### config.mk
export PLATFORM = sky130hd
export DESIGN_NAME = imem_loader
export DESIGN_NICKNAME = d
export VERILOG_FILES = /design/src/rtl/imem_loader.sv
export SDC_FILE = /design/constraint.sdc
export NUM_CORES = 1
export LEC_CHECK = 0
export ABC_AREA = 1
export BUFFER_PORTS_ARGS = -buffer_cell sky130_fd_sc_hd__buf_2
export CELL_PAD_IN_SITES_DETAIL_PLACEMENT = 1
export CELL_PAD_IN_SITES_GLOBAL_PLACEMENT = 1
export CORE_MARGIN = 2
export CORE_UTILIZATION = 37
export DETAILED_ROUTE_END_ITERATION = 10
export MAX_ROUTING_LAYER = met4
export PLACE_DENSITY = 0.85
export SLEW_MARGIN = 30
export SYNTH_ARGS = -nofsm -noshare
export SYNTH_HDL_FRONTEND = slang
export SYNTH_SLANG_ARGS = --single-unit
export TNS_END_PERCENT = 30
### constraint.sdc
create_clock -name clk -period 1.6 [get_ports clk]
set_input_delay 0.32 -clock clk [delete_from_list [all_inputs] [get_ports clk]]
set_output_delay 0.32 -clock clk [all_outputs]
set_load 0.03 [all_outputs]
### src/rtl/imem_loader.sv
// Byte-stream loader for the instruction memory: takes a 16-bit word count and then
// big-endian 32-bit words, and writes them to consecutive word addresses from 0.
module imem_loader #(
    parameter int DEPTH = 1024,
    parameter int CNT_W = 11
) (
    input  logic             clk,
    input  logic             rst_n,
    input  logic             start,
    input  logic             in_valid,
    input  logic [7:0]       in_data,
    output logic             in_ready,
    output logic             mem_we,
    output logic [31:0]      mem_addr,
    output logic [31:0]      mem_wdata,
    output logic             cpu_hold,
    output logic             busy,
    output logic             done,
    output logic             err,
    output logic [CNT_W-1:0] words_loaded,
    output logic [2:0]       dbg_state
);

    // Handshake: a byte moves on a rising edge where in_valid and in_ready are both 1.
    // in_ready depends only on the state, never on in_valid.
    typedef enum logic [2:0] {
        S_IDLE   = 3'd0,
        S_LEN_HI = 3'd1,
        S_LEN_LO = 3'd2,
        S_DATA   = 3'd3,
        S_WRITE  = 3'd4,
        S_DONE   = 3'd5,
        S_ERR    = 3'd6
    } state_t;

    localparam logic [16:0] DEPTH_L = 17'(DEPTH);

    state_t           state_q, state_d;
    logic [7:0]       len_hi_q, len_hi_d;
    logic [CNT_W-1:0] len_q, len_d;
    logic [CNT_W-1:0] wl_q, wl_d;
    logic [1:0]       bcnt_q, bcnt_d;
    logic [23:0]      part_q, part_d;
    logic [31:0]      addr_q, addr_d;
    logic [31:0]      wdata_q, wdata_d;

    logic             xfer;
    logic [15:0]      len_full;
    logic [CNT_W-1:0] wl_inc;

    assign xfer     = in_valid & in_ready;
    assign len_full = {len_hi_q, in_data};
    assign wl_inc   = wl_q + CNT_W'(1);

    always_comb begin
        state_d  = state_q;
        len_hi_d = len_hi_q;
        len_d    = len_q;
        wl_d     = wl_q;
        bcnt_d   = bcnt_q;
        part_d   = part_q;
        addr_d   = addr_q;
        wdata_d  = wdata_q;
        in_ready = 1'b0;
        mem_we   = 1'b0;

        case (state_q)
            S_IDLE, S_DONE, S_ERR: begin
                if (start) begin
                    state_d = S_LEN_HI;
                    wl_d    = '0;
                    bcnt_d  = '0;
                    part_d  = '0;
                end
            end
            S_LEN_HI: begin
                in_ready = 1'b1;
                if (xfer) begin
                    len_hi_d = in_data;
                    state_d  = S_LEN_LO;
                end
            end
            S_LEN_LO: begin
                in_ready = 1'b1;
                if (xfer) begin
                    // Range check uses the full 16-bit count; only the low bits are kept.
                    if (len_full == 16'd0) begin
                        state_d = S_DONE;
                    end else if ({1'b0, len_full} > DEPTH_L) begin
                        state_d = S_ERR;
                    end else begin
                        len_d   = CNT_W'(len_full);
                        state_d = S_DATA;
                    end
                end
            end
            S_DATA: begin
                in_ready = 1'b1;
                if (xfer) begin
                    bcnt_d = bcnt_q + 2'd1;
                    if (bcnt_q == 2'd3) begin
                        wdata_d = {part_q, in_data};
                        addr_d  = 32'(wl_q);
                        state_d = S_WRITE;
                    end else begin
                        part_d = {part_q[15:0], in_data};
                    end
                end
            end
            S_WRITE: begin
                mem_we = 1'b1;
                wl_d   = wl_inc;
                state_d = (wl_inc == len_q) ? S_DONE : S_DATA;
            end
            default: state_d = S_IDLE;
        endcase
    end

    always_ff @(posedge clk or negedge rst_n) begin
        if (!rst_n) begin
            state_q  <= S_IDLE;
            len_hi_q <= '0;
            len_q    <= '0;
            wl_q     <= '0;
            bcnt_q   <= '0;
            part_q   <= '0;
            addr_q   <= '0;
            wdata_q  <= '0;
        end else begin
            state_q  <= state_d;
            len_hi_q <= len_hi_d;
            len_q    <= len_d;
            wl_q     <= wl_d;
            bcnt_q   <= bcnt_d;
            part_q   <= part_d;
            addr_q   <= addr_d;
            wdata_q  <= wdata_d;
        end
    end

    // The CPU stays held in ERR so a rejected image can never run.
    assign busy         = (state_q == S_LEN_HI) || (state_q == S_LEN_LO) ||
                          (state_q == S_DATA)   || (state_q == S_WRITE);
    assign cpu_hold     = busy || (state_q == S_ERR);
    assign done         = (state_q == S_DONE);
    assign err          = (state_q == S_ERR);
    assign mem_addr     = addr_q;
    assign mem_wdata    = wdata_q;
    assign words_loaded = wl_q;
    assign dbg_state    = state_q;

endmodule
==> key figures, run 1 <==
Yosys
  • Top cells by area, synth: dfrtp_1 55%, nand2_1 10%, o21ai_0 7.7%, inv_1 5.3%, o22ai_1 3.6%
  • Cells after Synth: 517
  • Register area share after synthesis: 0.5514
  • Yosys reg bits: 102
  • Yosys cell types: 33
  • Mapped Area: 4629 um2
  • Post-synth top area cell: dfrtp_1
  • Synth top area share: 0.5514
  • Avg Cell Area, Syn: 8.954 um2
  • Synth Warn #: 0

Global route
  • Largest net degree at the start of global routing: 67
  • GRT overflow: 0
  • Vias in the first global route: 4120
  • Initial antenna violation count: 0
  • GRT Total Usage: 0.2155
  • First-pass GRT wire length: 21470 um

Route
  • Pre-antenna DRT Iters: 4
  • Total Routed Length: 16420 um
  • DRC viols: 0
  • Vias: around 4200
  • Routed len/inst: 19.76 um
  • Post-route ant nets: 0
  • Vias per inst: 5.057
  • Iter 0 DRT Violations: about 210

Setup path
  • CP top delay family: simple AND/OR/NAND/NOR gates
  • Setup Crit Path Kind: reg -> reg
  • Crit start category: register
  • CP max stage delay: 0.44 ns
  • CP Cell Sequence: buf_4 -> inv_1 -> nor2_2 -> nand3_1 -> buf_4 -> nand3_1 -> nand2_1 -> nand2_1 -> nor2_2 -> nand3_1 -> nand2_1 -> nand2_1 -> nand2_1 -> nand2_1
  • Crit-path most repeated cell: nand2_1
  • Req. time, crit path: between 1.5 and 2 ns
  • CP bufs+invs: 3
  • Critical Path Sink Type: register
  • Slowest-stage cell, CP: dfrtp_2
  • Maximum fanout along the worst path: 4
  • CP arrival: 2.18 ns

Timing
  • Pins Over Slew Limit: 0
  • Fmax achieved: around 0.52 GHz
  • RSZ-0062 raised after global routing: yes
  • Fin crit share: 1.209
  • Hold Fails Final Rpt: 0
  • Final setup viols: 51
  • Final Worst Setup Slack: -0.3347 ns
  • Clock Skew: 0.01362 ns
  • Post-layout min period: 1.935 ns

Cells and area
  • Antenna diode count: 0
  • Nets@finish: ~670
  • Layout cells sized above 1: 0.3922
  • Fin area: 6434 um2
  • Area Growth Syn to Fin: 38.97%

Clock network
  • Num Clock Sinks: 102
  • Total clock buffers created by CTS: 9
  • CTS tree: yes
  • Root Buffer: clkbuf_16
  • Skew-Pair Late Insertion Delay: 0.36 ns
  • CTS clk-pin slew, worst paths: approximately 0.08 ns
  • CTS max path bufs: 2
  • H-tree level count: 3

Placed design
  • Setup WS pre-CTS: -0.2096 ns
  • Port buffer count: 74
  • Gp weighted congestion: just under 0.9
  • Post-DP HPWL: between 9000 and 10000 um
  • Placed Area: 5461 um2

Floorplan
  • Die Wd: 115.9 um
  • Row cnt: 40
  • Core box area: 12110 um2
  • # IOs: 96
  • DIE AREA: between 10000 and 15000 um2
  • Initial core utilization: 0.3822
  • Die H: roughly 120 um

Job
  • Total of max-cap violations: 0

Status
  • Status: complete, but fails checks
  • Failing checks: setup timing

Min path
  • Min-Delay Path Class: in -> reg

Power and ir drop
  • VDD IR max: 845.0 uV
  • Power Density: ~1800 nW/um2
  • Pleak: 3.163 nW
path summary, 6_finish.rpt:
path | startpoint | to | slack, ns | cells after the start
min in group asynchronous | rst_n | dbg_state[2] | 0.40 | 2
max in group asynchronous | rst_n | words_loaded[1] | 0.63 | 3
min reg2reg | mem_addr[6] | mem_addr[6] | 0.49 | 2
min | in_data[1] | len_q[1] | 0.36 | 3
max | words_loaded[0] | dbg_state[1] | -0.33 | 14
max reg2reg | words_loaded[0] | dbg_state[1] | -0.33 | 14
worst min-delay path, delay by kind of cell:
family	cells	cell delay, ns
AOI/OAI and AO/OA	1	0.15
buffers and inverters	2	0.20
through the flow:
stage	utilization	power, mW	setup TNS, ns	hold slack [ns]	instances
floorplan	-	6.039	-5.255	0.02441	537
global placement	0.4509	7.236	-3.236	0.2521	787
detailed placement	0.4509	7.430	-6.921	0.2574	787
CTS	0.4879	10.03	-4.134	0.3487	808
global route	0.5312	11.82	-13.94	0.3772	831
finish	0.5312	11.30	-10.27	0.3583	831
cell type report:
class | instances | area, um2
flip-flops and latches | 102 | 2564
clock buffers | 9 | 225.2
well taps | 168 | 210.2
clock inverters | 7 | 73.82
fillers | 1440 | 5678
inverters | 69 | 276.5
multi-input cells | 331 | 1994
repair buffers | 145 | 1090
routing by layer:
layer	vias up	wire, um	global-route usage
met5	-	0	-
met4	0	601	0.08889
met3	48	581	0.02981
met2	141	8522	0.3598
met1	2093	6715	0.2640
li1	1920	-	-
state kept, by name (all words and copies together), names as in the netlist:
name,flops
bcnt_q,2
dbg_state,3
len_hi_q,8
len_q,11
mem_addr,11
mem_wdata,32
part_q,24
words_loaded,11
cell usage in the layout (no fill, tap or decap), drive strengths merged, types with 5 or more instances in the layout:
master	instances
buf	142
nand2	134
dfrtp	102
o21ai	74
inv	71
o22ai	32
nand3	25
nor2	25
conb	21
clkbuf	11
clkinv	5
what timing repair did:
action                                 4_1_cts  5_1_grt
setup endpoints to repair                   80      106
gates cloned                                 0        8
hold buffers                                 1        0
pin swaps                                    6       14
endpoints found under the hold margin       20        0
gates resized for setup                     30       87
setup buffers                                4       15
cell families (layout without fill, tap and decap cells):
logic type	after synthesis	in the layout	synth area share
xor gates and xnor gates	3	3	0.005677
buffers and inverters	107	230	0.1219
adders and majority gates	2	2	0.005405
and+or+nand+nor	192	195	0.1735
other	1	21	0.0008100
DFF	102	102	0.5514
AOI/OAI and AO/OA	110	110	0.1414
report_power, final:
group / internal (mW) / switching, mW / total (mW)
clock network: 1.11 / 1.15 / 2.26
registers: 3.20 / 0.521 / 3.72
logic: 2.06 / 3.26 / 5.33
total: 6.37 / 4.94 / 11.3
cells in the mapped netlist:
master and count:
nand2_2 1, buf_2 2, o21ai_1 1, buf_4 21, xor2_1 3, o22ai_2 5
a21oi_4 1, o22ai_1 27, dfrtp_1 102, a21oi_2 1, a211oi_2 1, nor4_1 2
clkbuf_8 4, o21ai_0 71, clkinv_1 1, nor2_1 20, buf_8 1, nor3_1 2
o21a_1 1, conb_1 1, nand2_4 1, nand2_1 129, nand3_1 25, ha_1 2
or2_2 2, nand3b_1 3, buf_6 4, clkbuf_1 6, nor2_2 5, inv_1 65
nand4_1 2, o21ai_2 2, inv_2 3
(Power assumes the default switching activity.)
==> inputs of run 2 (changes only) <==
--- a/config.mk
+++ b/config.mk
@@ -5,12 +5,11 @@
 export SDC_FILE = /design/constraint.sdc
 export NUM_CORES = 1
 export LEC_CHECK = 0
-export ABC_AREA = 1
 export BUFFER_PORTS_ARGS = -buffer_cell sky130_fd_sc_hd__buf_2
 export CELL_PAD_IN_SITES_DETAIL_PLACEMENT = 1
 export CELL_PAD_IN_SITES_GLOBAL_PLACEMENT = 1
 export CORE_MARGIN = 2
-export CORE_UTILIZATION = 37
+export CORE_UTILIZATION = 39
 export DETAILED_ROUTE_END_ITERATION = 10
 export MAX_ROUTING_LAYER = met4
 export PLACE_DENSITY = 0.85
==> run 2 against run 1 <==
  * The flow still finishes with violations (setup timing)
  * Largest power group unchanged
  * Clock skew shrank 0.0026 ns
  * Die area fell by 5.8%
  * Cell area rose by 5.1%
  * Critical path depth shrank 7
  * Critical endpoint unchanged
==> key figures, run 2 <==
Status
  • Status: complete, but fails checks
  • Failing checks: setup timing

Global route
  • Largest net degree at the start of global routing: 34 (-49%)
  • Initial antenna violation count: 0 (unchanged)
  • Vias in the first global route: 4102 (-0.44%)
  • First-pass GRT wire length: 25050 um (+17%)
  • GRT overflow: 0 (unchanged)
  • GRT Total Usage: 0.2715 (+0.05600)

Timing
  • Hold Fails Final Rpt: 0 (unchanged)
  • Pins Over Slew Limit: 0 (unchanged)
  • Max_slew headroom: 0.6520
  • Worst slew pin tran: slightly above 0.5 ns
  • Fmax achieved: 0.4927 GHz (-4.7%)
  • Fin crit share: 1.268 (+0.05926)
  • Final setup viols: 103 (+100%)
  • Post-layout min period: 2.029 ns (+0.09482 ns)
  • RSZ-0062 raised after global routing: yes
  • Final Worst Setup Slack: -0.4295 ns (-0.09482 ns)
  • Clock Skew: 0.01102 ns (-0.002602 ns)

Placed design
  • Setup WS pre-CTS: -0.5688 ns (-0.3592 ns)
  • Gp weighted congestion: 0.8236 (-4.7%)
  • Post-DP HPWL: 9188 um (+1.6%)
  • Placed Area: 5670 um2 (+3.8%)
  • Port buffer count: 74 (unchanged)

Yosys
  • Commonest cells in the netlist: 102 x dfrtp_1, 63 x mux2_2, 25 x a22o_1, 23 x buf_4, 19 x nand2_1
  • Cells after Synth: 372 (-28%)
  • Post-synth top area cell: dfrtp_1
  • Synth top area share: 0.5565 (+0.005113)
  • Top cells by area, synth: dfrtp_1 56%, mux2_2 15%, a22o_1 4.8%, buf_4 3.8%, xnor2_1 2.5%
  • Avg Cell Area, Syn: 12.33 um2 (+38%)
  • Register area share after synthesis: 0.5565 (+0.005113)
  • Yosys cell types: 40 (+21%)
  • Fraction of registers with async set/reset: 1.000 (unchanged)
  • Most numerous cell in the Yosys netlist: dfrtp_1
  • Ys flop type: dfrtp_1
  • Yosys reg bits: 102 (unchanged)
  • Synth Warn #: 0 (unchanged)
  • Mapped Area: 4587 um2 (-0.92%)
  • Post-synth EDFFs: 0 (unchanged)

Cells and area
  • Max FFs per register: 32 (unchanged)
  • Antenna diode count: 0 (unchanged)
  • Post-Route Utilization: 0.5896 (+0.05844)
  • Fillers: 1142 (-21%)
  • Area Growth Syn to Fin: 47.41%
  • Fin area: 6761 um2 (+5.1%)
  • Layout cells sized above 1: 0.5783 (+0.1861)
  • Most common cell after layout, fill and taps aside: dfrtp_1
  • Nets@finish: 553 (-18%)
  • Most frequent cells in the layout: 95 x dfrtp_1, 71 x buf_4, 67 x buf_2, 42 x mux2_2

Clock network
  • H-tree level count: 3 (unchanged)
  • CTS clk-pin slew, worst paths: 0.07 ns (about the same)
  • Root Buffer: clkbuf_16
  • Total clock buffers created by CTS: 9 (unchanged)
  • CTS tree: yes
  • CTS max path bufs: 2 (unchanged)
  • Num Clock Sinks: 102 (unchanged)
  • Skew-Pair Late Insertion Delay: 0.36 ns (about the same)

Route
  • Pre-antenna DRT Iters: 4 (unchanged)
  • Vias per inst: 5.566 (+10%)
  • DRC viols: 0 (unchanged)
  • Total Routed Length: 17370 um (+5.8%)
  • Iter 0 DRT Violations: 203 (-4.7%)
  • Vias: 3818 (-9.1%)
  • Routed len/inst: 25.33 um (+28%)
  • Post-route ant nets: 0 (unchanged)

Power and ir drop
  • VDD IR max: 1088 uV (+29%)
  • Pleak: 3.466 nW (+9.6%)
  • Power Density: 1601 nW/um2 (-8.9%)

Setup path
  • Setup Crit Path Kind: reg -> reg
  • Maximum fanout along the worst path: 3 (-1)
  • RR Endpoint: dbg_state[1]
  • Req. time, crit path: 1.85 ns (about the same)
  • Critical Path Sink Type: register
  • Crit start category: register
  • CP arrival: 2.28 ns (+0.10 ns)
  • R2R Path Start: words_loaded[1]
  • R2r setup slk: -0.43 ns (-0.09 ns)
  • R2R cell count: 7 (-7)

Min path
  • Hold Path Sink: part_q[4]
  • HP Start: in_data[4]
  • Min-Delay Path Class: in -> reg
  • Hold depth: 3 (unchanged)

Floorplan
  • DIE AREA: 12650 um2 (-5.8%)
  • # IOs: 96 (unchanged)
  • Die H: 112.5 um (-2.9%)
  • Initial core utilization: 0.4000 (+0.01777)
  • Row cnt: 39 (-2.5%)
  • Core box area: 11470 um2 (-5.3%)
  • Die Wd: 112.5 um (-2.9%)

Job
  • Total of max-cap violations: 0 (unchanged)
[run 2: stage by stage]
step	hold slack, ns	power (mW)	instances	TNS [ns]
final	0.3533	10.82	686	-19.87
after global routing	0.3519	11.21	686	-24.82
after CTS	0.3417	10.03	674	-8.024
after detailed placement	0.2091	6.545	637	-12.51
after global placement	0.2021	6.319	637	-7.603
after floorplan	0.02441	5.350	392	-15.47
[run 2: how the worst max path moves through the flow]
stage / from / slack [ns] / depth (start not counted) / endpoint
3_5_place_dp: in_data[0] / -0.57 / 8 / len_q[5]
5_1_grt: bcnt_q[0] / -0.57 / 7 / dbg_state[1]
3_3_place_gp: in_data[3] / -0.43 / 8 / len_q[6]
4_1_cts: words_loaded[1] / -0.31 / 7 / dbg_state[1]
6_report: words_loaded[1] / -0.43 / 7 / dbg_state[1]
2_1_floorplan: words_loaded[0] / -0.32 / 7 / dbg_state[1]
[run 2: cells by family after synthesis]
group                    count (synthesis)  synth area share
multiplexers                            65            0.1590
buffers and inverters                   46           0.05728
adder cells (fa/ha/maj)                  2          0.005455
XOR/XNOR                                21           0.04010
flip-flops                             102            0.5565
other                                    1         0.0008175
AO/OA/AOI/OAI                           65            0.1012
AND/OR/NAND/NOR                         70           0.07966
[run 2: report_power, final]
part           switching [mW]  internal [mW]  total [mW]
sequential              0.455           3.01        3.46
combinational            2.51           2.54        5.05
clock                    1.05           1.26        2.31
total                    4.02           6.81        10.8
[run 2: layer usage]
layer,wire length (um),share of wire,GRT usage
met2,8983,0.52,0.4470
met4,919,0.053,0.1447
met1,6754,0.39,0.3214
met3,717,0.041,0.04320
met5,0,0,-
[run 2: final cells by class]
| class | count | area (um2) | share of cell area |
|---|---|---|---|
| clock buffers | 11 | 242.7 | 0.03590 |
| repair buffers | 177 | 1425 | 0.2108 |
| multi-input cells | 244 | 2273 | 0.3362 |
| flip-flops and latches | 102 | 2561 | 0.3788 |
| well taps | 143 | 178.9 | 0.02646 |
| inverters | 5 | 25.02 | 0.003701 |
| clock inverters | 4 | 55.05 | 0.008142 |
[run 2: timing repair]
item	4_1_cts	5_1_grt
hold buffers	1	0
gates cloned	2	1
buffers inserted	19	14
gates resized for setup	92	37
pin swaps	25	12
endpoints found under the hold margin	13	0
endpoints found under the setup margin	108	108
[run 2: critical path, cell delays in order (launching register included)]
cell and delay, ns:
dfrtp_2 0.44, ha_4 0.29, xnor2_2 0.11, nand2_1 0.10
or4_4 0.50, nor3_2 0.13, nand4_1 0.15, a21o_1 0.21
